$ cat src/rtl/instruction_fetch.sv
// Fetch stage: issues one outstanding instruction-memory read per fetch and holds
// the returned word for decode; handles redirect flushes, misaligned PCs and timeouts.
module instruction_fetch #(
  parameter int unsigned TIMEOUT_CYCLES  = 255,
  parameter logic [31:0] NOP_INSTRUCTION = 32'h00000013
) (
  input  logic        clock,
  input  logic        reset,
  input  logic        fetch_enable,
  input  logic [31:0] instruction_addr,
  input  logic        flush,
  output logic        mem_req,
  output logic [31:0] mem_addr,
  input  logic        mem_ready,
  input  logic        mem_rvalid,
  input  logic [31:0] mem_rdata,
  output logic [31:0] instruction,
  output logic [31:0] instruction_pc,
  output logic        instruction_valid,
  input  logic        instruction_ready,
  output logic        fetch_fault,
  output logic [1:0]  fault_cause,
  output logic        busy
);

  typedef enum logic [2:0] {
    S_IDLE,
    S_REQ,
    S_WAIT,
    S_HOLD,
    S_DRAIN,
    S_FAULT
  } state_t;

  localparam logic [15:0] LAST_COUNT = 16'(TIMEOUT_CYCLES - 1);
  localparam logic [1:0]  CAUSE_MISALIGNED = 2'b01;
  localparam logic [1:0]  CAUSE_TIMEOUT    = 2'b10;

  state_t      r_state;
  state_t      w_next_state;
  logic [15:0] r_count;
  logic [15:0] w_count_next;
  logic [31:0] w_addr_next;
  logic [31:0] w_instr_next;
  logic [1:0]  w_cause_next;
  logic        w_expired;
  logic        w_misaligned;

  // >= rather than == so a flush taken on the last WAIT cycle still lets DRAIN expire.
  assign w_expired    = (r_count >= LAST_COUNT);
  assign w_misaligned = (instruction_addr[1:0] != 2'b00);

  always_comb begin
    w_next_state = r_state;
    w_count_next = r_count;
    w_addr_next  = mem_addr;
    w_instr_next = instruction;
    w_cause_next = fault_cause;
    case (r_state)
      S_IDLE: begin
        if (fetch_enable && !flush) begin
          w_addr_next = instruction_addr;
          if (w_misaligned) begin
            w_next_state = S_FAULT;
            w_cause_next = CAUSE_MISALIGNED;
          end else begin
            w_next_state = S_REQ;
          end
        end
      end
      S_REQ: begin
        if (mem_ready) begin
          w_count_next = '0;
          w_next_state = flush ? S_DRAIN : S_WAIT;
        end else if (flush) begin
          w_next_state = S_IDLE;
        end
      end
      S_WAIT: begin
        w_count_next = r_count + 16'd1;
        if (mem_rvalid) begin
          if (flush) begin
            w_next_state = S_IDLE;
          end else begin
            w_next_state = S_HOLD;
            w_instr_next = mem_rdata;
          end
        end else if (flush) begin
          w_next_state = S_DRAIN;
        end else if (w_expired) begin
          w_next_state = S_FAULT;
          w_cause_next = CAUSE_TIMEOUT;
        end
      end
      S_DRAIN: begin
        w_count_next = r_count + 16'd1;
        if (mem_rvalid || w_expired) begin
          w_next_state = S_IDLE;
        end
      end
      S_HOLD: begin
        if (flush) begin
          w_next_state = S_IDLE;
        end else if (instruction_ready) begin
          if (fetch_enable) begin
            // Back-to-back fetch straight from HOLD, no IDLE bubble.
            w_addr_next = instruction_addr;
            if (w_misaligned) begin
              w_next_state = S_FAULT;
              w_cause_next = CAUSE_MISALIGNED;
            end else begin
              w_next_state = S_REQ;
            end
          end else begin
            w_next_state = S_IDLE;
          end
        end
      end
      S_FAULT: begin
        w_next_state = S_FAULT;
      end
      default: begin
        w_next_state = S_IDLE;
      end
    endcase
    if (w_next_state == S_FAULT) begin
      w_instr_next = NOP_INSTRUCTION;
    end
  end

  // Every output is a register loaded from the next-state decision.
  always_ff @(posedge clock) begin
    if (reset) begin
      r_state           <= S_IDLE;
      r_count           <= '0;
      mem_req           <= 1'b0;
      mem_addr          <= '0;
      instruction       <= '0;
      instruction_pc    <= '0;
      instruction_valid <= 1'b0;
      fetch_fault       <= 1'b0;
      fault_cause       <= 2'b00;
      busy              <= 1'b0;
    end else begin
      r_state           <= w_next_state;
      r_count           <= w_count_next;
      mem_req           <= (w_next_state == S_REQ);
      mem_addr          <= w_addr_next;
      instruction       <= w_instr_next;
      instruction_pc    <= w_addr_next;
      instruction_valid <= (w_next_state == S_HOLD) || (w_next_state == S_FAULT);
      fetch_fault       <= (w_next_state == S_FAULT);
      fault_cause       <= w_cause_next;
      busy              <= (w_next_state != S_IDLE);
    end
  end

endmodule

$ cat config.mk
export PLATFORM = sky130hd
export DESIGN_NAME = instruction_fetch
export DESIGN_NICKNAME = d
export VERILOG_FILES = /design/src/rtl/instruction_fetch.sv
export SDC_FILE = /design/constraint.sdc
export NUM_CORES = 1
export LEC_CHECK = 0
export CAP_MARGIN = 40
export CORE_ASPECT_RATIO = 0.6
export CORE_MARGIN = 2
export CORE_UTILIZATION = 40
export CTS_CLUSTER_SIZE = 25
export DETAILED_ROUTE_END_ITERATION = 10
export PLACE_DENSITY = 0.83
export SLEW_MARGIN = 10
export SYNTH_ARGS = -nofsm -noshare
export SYNTH_HDL_FRONTEND = slang
export SYNTH_SLANG_ARGS = --single-unit
$ cat constraint.sdc
create_clock -name clock -period 4.89 [get_ports clock]
set_clock_uncertainty 0.2 [all_clocks]
set_input_delay 0.978 -clock clock [delete_from_list [all_inputs] [get_ports clock]]
set_output_delay 0.978 -clock clock [all_outputs]
set_load 0.01 [all_outputs]
==> results.rst, run 1 <==
.. list-table::
   :header-rows: 1

   * - Metric
     - Value
   * - Number of failing setup endpoints in the final timing report
     - 0
   * - Total area of sequential cells
     - 1780 µm²
   * - Max Slew Vio Count
     - 0
   * - Count of hold buffers inserted by post-cts repair
     - 0
   * - P per Cell Area
     - 304 nW/µm²
   * - Num CTS Buffers
     - 9
   * - Start point of the worst min-delay path
     - instruction_pc[29]
   * - Root Buffer Master
     - sky130_fd_sc_hd__clkbuf_16
   * - Type of element launching the critical path
     - primary input
   * - TritonCTS clock tree
     - built
   * - Leak Pwr
     - ~0.0022 µW
   * - Worst hold slack
     - ~0.27 ns
   * - Setup Total Neg Slack
     - 0 ns
   * - Die H
     - 80.0 µm
   * - Post-DR wirelength/cell
     - 15.0 µm
   * - Synthesis Warnings
     - 0
   * - Clock Sink Count
     - 89
   * - Post-synthesis instance area
     - 3850 µm²
   * - Via count normalized by instance count
     - 4.96
   * - Worst Reg2Reg Path Length in Cells
     - 5
   * - Top Ports
     - 173
   * - Maximum number of pins on one net before global-route repair
     - 42
   * - Total design power
     - ~1700 µW
   * - Max-slew headroom
     - between 30% and 40%
   * - Library cells used by synthesis
     - 48
   * - Largest area contributor in the synthesized netlist
     - sky130_fd_sc_hd__dfxtp_1
   * - DRC marker count from the first detailed-route iteration
     - approximately 150
   * - Required time of the critical path
     - 4.95 ns
   * - Die X
     - approximately 130 µm
   * - Share of the core filled with cells
     - 61.8%
   * - Run status
     - finished, final reports clean
   * - Vias in the first global route
     - between 3,000 and 4,000
   * - Number of port buffers
     - 172
   * - Reg2reg start
     - r_state[1]
   * - Total overflow reported by the global router
     - 0
   * - Worst Hold Path Cells
     - 2
   * - Clock transition at the registers of the reported paths
     - 0.06 ns
   * - Sequential share of the synthesized area
     - 46.3%
   * - Crit. End Element
     - flop
   * - # diodes
     - 0
   * - Path type of the worst min-delay path
     - reg2reg
   * - Top post-synthesis cells by area
     - sky130_fd_sc_hd__dfxtp_1 (46%), sky130_fd_sc_hd__mux2i_1 (8.3%), sky130_fd_sc_hd__nand2_1 (6.9%)
   * - CP Class
     - in2reg
   * - DRC violations left
     - 0
   * - Site row count
     - 27
   * - Unrepaired setup endpoints after global routing
     - no
   * - Endpoint of the lowest-slack register-to-register path
     - instruction[2]
   * - Hold path endpoint
     - instruction_pc[29]
   * - Clock Tree Buf Depth
     - 2
   * - GRT Resource Usage Total
     - approximately a fifth
   * - Largest vdd supply drop
     - 0.000206 V
   * - Total number of vias
     - ~3,500
   * - Total nets after synthesis
     - 510
   * - Final-report hold violation count
     - 0
   * - Die area
     - roughly 10,000 µm²
   * - Area share of the leading cell type in the synthesized netlist
     - between 40 and 50%
   * - Wire length of the first global-routing pass
     - 16.2 mm
   * - Fill cell count
     - roughly 790
   * - Starting density of the core
     - 41.6%
   * - Max Clk Rate
     - 334 MHz
   * - Highest-count cells in the layout ignoring fill and taps
     - sky130_fd_sc_hd__clkdlybuf4s50_1 (171), sky130_fd_sc_hd__dfxtp_1 (89), sky130_fd_sc_hd__nand2_1 (71), sky130_fd_sc_hd__a21oi_1 (43)
   * - Final clock period utilization by the worst path
     - between 60% and 70%
   * - Number of iterations in the first detailed-routing pass
     - 4
   * - Fraction of layout cells with a size suffix above 1
     - between 6 and 7%
   * - Reg-to-reg setup timing slack
     - about 2.3 ns
   * - Antenna violations before repair
     - 0
   * - Number of resized instances in the post-cts repair step
     - 0
   * - Latest clock arrival within the worst-skew pair
     - 0.34 ns
   * - DRT antenna net count
     - 0
   * - Area of combinational cells with multiple inputs
     - 1670 µm²
   * - Routed WL
     - 10.5 mm
   * - Highest fanout seen on the critical path
     - 24
   * - Mean post-synth cell area
     - 8.81 µm²
   * - Gate count after technology mapping
     - about 440
   * - Count of state elements after synthesis
     - a little under 90
   * - Post-CTS Setup Repair Bufs
     - 0
   * - Dpl hpwl
     - 7.71 mm
   * - CTS H-Tree Depth
     - 3
   * - Placer Congestion
     - 0.806
   * - Maximum capacitance violations
     - 0
   * - Time the worst path needs with I/O delays and setup
     - around 3.0 ns
   * - Nets
     - 641
   * - Worst Path Arrival
     - 3.05 ns
   * - Most common cell after layout, fill and taps aside
     - sky130_fd_sc_hd__clkdlybuf4s50_1
   * - Worst Tran Pin Value
     - 0.973 ns
   * - Core outline area
     - 9260 µm²
   * - Growth of design area from synthesis to finish
     - 48.6%
[where the power goes]
group	switching, µW	leakage (µW)	total [µW]	internal (µW)
Sequential	24.0	0.000721	775	751
Combinational	122	0.00134	268	146
Clock	285	0.000149	696	410
Total	431	0.00221	1740	1310
[layer usage]
| layer | GRT usage, % | vias to the layer above | wire (µm) |
|---|---|---|---|
| li1 | - | 1737 | - |
| met1 | 24.9 | 1606 | 4660 |
| met2 | 33.5 | 128 | 4970 |
| met3 | 5.90 | 15 | 743 |
| met4 | 5.85 | 0 | 161 |
| met5 | 0 | - | 0 |
[cells by family (layout without fill, tap and decap cells)]
group | count (synthesis) | in the layout | synth area share [%]
AND/OR/NAND/NOR | 161 | 161 | 20.0
flip-flops | 89 | 89 | 46.3
AO/OA/AOI/OAI | 76 | 76 | 12.1
buffers and inverters | 68 | 204 | 10.4
multiplexers | 32 | 32 | 8.32
XOR/XNOR | 9 | 9 | 2.24
adder cells (fa/ha/maj) | 2 | 2 | 0.650
[worst max-delay path by stage]
stage | end | slack, ns | start | cells past startpoint
after floorplan | instruction[18] | 2.31 | instruction_ready | 7
after global placement | instruction[1] | 1.48 | flush | 5
after detailed placement | instruction_pc[30] | 1.58 | instruction_ready | 6
after CTS | r_count[13] | 1.94 | mem_ready | 6
after global routing | instruction_pc[8] | 1.79 | instruction_ready | 6
final | instruction_pc[25] | 1.90 | instruction_ready | 6
[cell usage after synthesis, drive strengths merged]
cell	count
ha	2
or3	6
o2111ai	1
a22oi	1
or4	2
buf	41
and2	1
mux2i	32
nor3b	2
inv	10
xor2	1
and3	2
nor2b	3
nor2	20
o211a	2
or4b	1
and4bb	1
a21oi	44
dfxtp	89
nand3b	1
clkbuf	17
nand3	5
o311a	1
o32a	1
nand2b	1
or2	2
nand4	3
or3b	1
a221oi	1
a221o	2
nand2	71
o211ai	4
o21ai	10
a31oi	4
a21o	1
o21ba	1
nor3	33
o31ai	2
a21boi	1
nor4	6
xnor2	8
[state kept, by name (all words and copies together) (netlist names)]
register,cells
r_count,16
instruction_pc,32
instruction_valid,1
mem_req,1
r_state,3
fault_cause,2
instruction,32
busy,1
fetch_fault,1
[per-stage QoR]
step | setup WS (ns) | instance area, µm² | std cells
2_1_floorplan | 2.31 | 3850 | 437
3_3_place_gp | 1.48 | 5400 | 686
3_5_place_dp | 1.58 | 5420 | 687
4_1_cts | 1.94 | 5720 | 703
5_1_grt | 1.79 | 5720 | 703
6_report | 1.90 | 5720 | 703
[final cells by class]
cell class	count	area share [%]
clock buffers	10	4.18
repair buffers	178	30.9
multi-input cells	280	29.1
clock inverters	6	1.14
well taps	130	2.84
flip-flops and latches	89	31.1
inverters	10	0.656
[critical path, stage by stage]
cell and delay, ns:
sky130_fd_sc_hd__clkdlybuf4s50_1 0.43, sky130_fd_sc_hd__and3_1 0.21, sky130_fd_sc_hd__o211ai_1 0.77, sky130_fd_sc_hd__buf_4 0.41, sky130_fd_sc_hd__nand2_1 0.08, sky130_fd_sc_hd__a21oi_1 0.16
(Power assumes the default switching activity.)
==> run 2, diff against run 1 <==
CORE_UTILIZATION = 38   (was 40)
clock period = 2.45 ns   (was 4.89 ns; I/O delays follow)
==> results.rst, run 2 (synthesis results as in run 1) <==
.. list-table::
   :header-rows: 1

   * - Metric
     - Value
   * - Run status
     - finished, final reports clean (unchanged)
   * - GRT Resource Usage Total
     - 18.1% (was 20.0%)
   * - Path type of the worst min-delay path
     - reg2reg (unchanged)
   * - Fraction of layout cells with a size suffix above 1
     - 8.84% (was 6.46%)
   * - Max Clk Rate
     - 425 MHz
   * - CP Class
     - reg2reg (was in2reg)
   * - Placed cell count
     - 707 (was 687)
   * - Core outline area
     - 9840 µm² (was 9260 µm²)
   * - Worst Reg2Reg Path Length in Cells
     - 6 (was 5)
   * - Number of resized instances in the post-cts repair step
     - 0 (unchanged)
   * - Worst Tran Pin Value
     - 0.738 ns (was 0.973 ns)
   * - Unrepaired setup endpoints after global routing
     - no (unchanged)
   * - Total overflow reported by the global router
     - 0 (unchanged)
   * - Num CTS Buffers
     - 9 (unchanged)
   * - Critical path launch point
     - r_count[9] (was instruction_ready)
   * - Starting density of the core
     - 39.1% (was 41.6%)
   * - Reg-to-reg setup timing slack
     - 0.1 ns (was 2.34 ns)
   * - Worst Hold Path Cells
     - 2 (unchanged)
   * - Number of port buffers
     - 172 (unchanged)
   * - Most common cell after layout, fill and taps aside
     - sky130_fd_sc_hd__clkdlybuf4s50_1 (unchanged)
   * - P per Cell Area
     - 595 nW/µm² (was 304 nW/µm²)
   * - Max-slew headroom
     - 50.8% (was 34.9%)
   * - Leak Pwr
     - 0.00230 µW (was 0.00221 µW)
   * - CTS H-Tree Depth
     - 3 (unchanged)
   * - Site row count
     - 28 (was 27)
   * - Start point of the worst min-delay path
     - instruction_pc[7] (was instruction_pc[29])
   * - Hold path endpoint
     - instruction_pc[7] (was instruction_pc[29])
   * - Die H
     - 82.0 µm (was 80.0 µm)
   * - Wire length of the first global-routing pass
     - 15.7 mm (was 16.2 mm)
   * - Proportion of power drawn by flip-flops and latches
     - 44.2% (was 44.6%)
   * - Internal Dissipation
     - 2670 µW (was 1310 µW)
   * - Combinational group share of total power
     - 16.2% (was 15.4%)
   * - Fraction of power spent switching nets
     - 23.8% (was 24.8%)
   * - Maximum number of pins on one net before global-route repair
     - 41 (was 42)
   * - Proportion of power drawn by the clock network
     - 39.6% (was 40.0%)
   * - Max Slew Vio Count
     - 0 (unchanged)
   * - Crit. End Element
     - flop (unchanged)
   * - DRC violations left
     - 0 (unchanged)
   * - Nets
     - 656 (was 641)
   * - Root Buffer Master
     - sky130_fd_sc_hd__clkbuf_16 (unchanged)
   * - Reg2reg start
     - r_count[9] (was r_state[1])
   * - Total number of vias
     - 3,561 (was 3,486)
   * - Growth of design area from synthesis to finish
     - 52.9% (was 48.6%)
   * - Die X
     - 134 µm (was 131 µm)
   * - Count of hold buffers inserted by post-cts repair
     - 0 (unchanged)
   * - Top Ports
     - 173 (unchanged)
   * - Final-report hold violation count
     - 0 (unchanged)
   * - Via count normalized by instance count
     - 4.93 (was 4.96)
   * - Time the worst path needs with I/O delays and setup
     - 2.35 ns
   * - Vias in the first global route
     - 3,217 (was 3,286)
   * - TritonCTS clock tree
     - built (unchanged)
   * - Dpl hpwl
     - 7.49 mm (was 7.71 mm)
   * - Type of element launching the critical path
     - flop (was primary input)
   * - Antenna violations before repair
     - 0 (unchanged)
   * - Latest clock arrival within the worst-skew pair
     - 0.33 ns (was 0.34 ns)
   * - Worst Path Arrival
     - 2.39 ns (was 3.05 ns)
   * - Clock Tree Buf Depth
     - 2 (unchanged)
   * - Routed WL
     - 10.2 mm (was 10.5 mm)
   * - Placer Congestion
     - 0.864 (was 0.806)
   * - Endpoint of the lowest-slack register-to-register path
     - instruction[22] (was instruction[2])
   * - Clock Sink Count
     - 89 (unchanged)
   * - Highest fanout seen on the critical path
     - 29 (was 24)
   * - DRT antenna net count
     - 0 (unchanged)
   * - DRC marker count from the first detailed-route iteration
     - 173 (was 149)
   * - Net switching power of the design
     - 833 µW (was 431 µW)
   * - Final clock period utilization by the worst path
     - 96.0%
   * - Required time of the critical path
     - 2.49 ns (was 4.95 ns)
   * - # diodes
     - 0 (unchanged)
   * - Share of the core filled with cells
     - 59.8% (was 61.8%)
   * - Largest registers
     - instruction x32, instruction_pc x32, r_count x16 (unchanged)
   * - Die area
     - 11,000 µm² (was 10,500 µm²)
   * - Maximum capacitance violations
     - 0 (unchanged)
   * - Post-DR wirelength/cell
     - 14.1 µm (was 15.0 µm)
   * - Clock transition at the registers of the reported paths
     - 0.06 ns (about the same)
   * - Number of iterations in the first detailed-routing pass
     - 6 (was 4)
   * - Largest vdd supply drop
     - 0.000338 V (was 0.000206 V)
   * - Finished Layout Cells
     - 723 (was 703)
   * - Number of failing setup endpoints in the final timing report
     - 0 (unchanged)
   * - Highest-count cells in the layout ignoring fill and taps
     - sky130_fd_sc_hd__clkdlybuf4s50_1 (171), sky130_fd_sc_hd__dfxtp_1 (88), sky130_fd_sc_hd__nand2_1 (71), sky130_fd_sc_hd__a21oi_1 (43) (was sky130_fd_sc_hd__clkdlybuf4s50_1 (171), sky130_fd_sc_hd__dfxtp_1 (89), sky130_fd_sc_hd__nand2_1 (71), sky130_fd_sc_hd__a21oi_1 (43))
   * - Post-CTS Setup Repair Bufs
     - 0 (unchanged)
-- run 2: power by group through the flow --
stage / sequential [µW] / clock [µW] / combinational (µW)
detailed placement: 1580 / 0 / 569
CTS: 1550 / 1430 / 571
floorplan: 1580 / 0 / 256
global placement: 1580 / 0 / 562
global route: 1550 / 1490 / 615
finish: 1550 / 1390 / 568
-- run 2: critical path: stages, from the launching register on --
cell and delay [ns]:
sky130_fd_sc_hd__dfxtp_1 0.34, sky130_fd_sc_hd__nor4_1 0.48, sky130_fd_sc_hd__o2111ai_1 0.27, sky130_fd_sc_hd__a221oi_2 0.45, sky130_fd_sc_hd__a22oi_2 0.12, sky130_fd_sc_hd__buf_12 0.19
sky130_fd_sc_hd__nor3_1 0.21
-- run 2: final cells by class --
cell class / count / area (µm²)
sequential: 89 / 1780
multi-input combinational: 280 / 1670
clock buffer: 12 / 256
tap: 135 / 169
fill: 813 / 3960
inverter: 10 / 37.5
timing repair buffer: 193 / 1920
clock inverter: 4 / 51.3
-- run 2: metrics by stage --
step / TNS, ns / area, µm² / total power, µW / worst slack [ns] / hold slack [ns]
after floorplan: 0 / 3850 / 1840 / 0.325 / 0.271
after global placement: -3.84 / 5580 / 2140 / -0.126 / 0.256
after detailed placement: -6.04 / 5580 / 2150 / -0.184 / 0.264
after CTS: 0 / 5890 / 3550 / 0.101 / 0.273
after global routing: 0 / 5890 / 3660 / 0.0114 / 0.289
final: 0 / 5890 / 3500 / 0.0979 / 0.270
-- run 2: how the worst max path moves through the flow --
| stage | end | depth (start not counted) | slack [ns] |
|---|---|---|---|
| 6_report | instruction[22] | 6 | 0.1 |
| 4_1_cts | instruction[22] | 8 | 0.10 |
| 3_3_place_gp | r_count[13] | 6 | -0.13 |
| 5_1_grt | instruction[6] | 7 | 0.01 |
| 3_5_place_dp | instruction[21] | 7 | -0.18 |
| 2_1_floorplan | instruction[18] | 7 | 0.32 |
-- run 2: metal layers --
metal / global-route usage, % / share of wire [%]
met4: 4.89 / 0.52
met2: 30.0 / 45
met3: 5.93 / 8.9
met5: 0 / 0
met1: 23.1 / 46
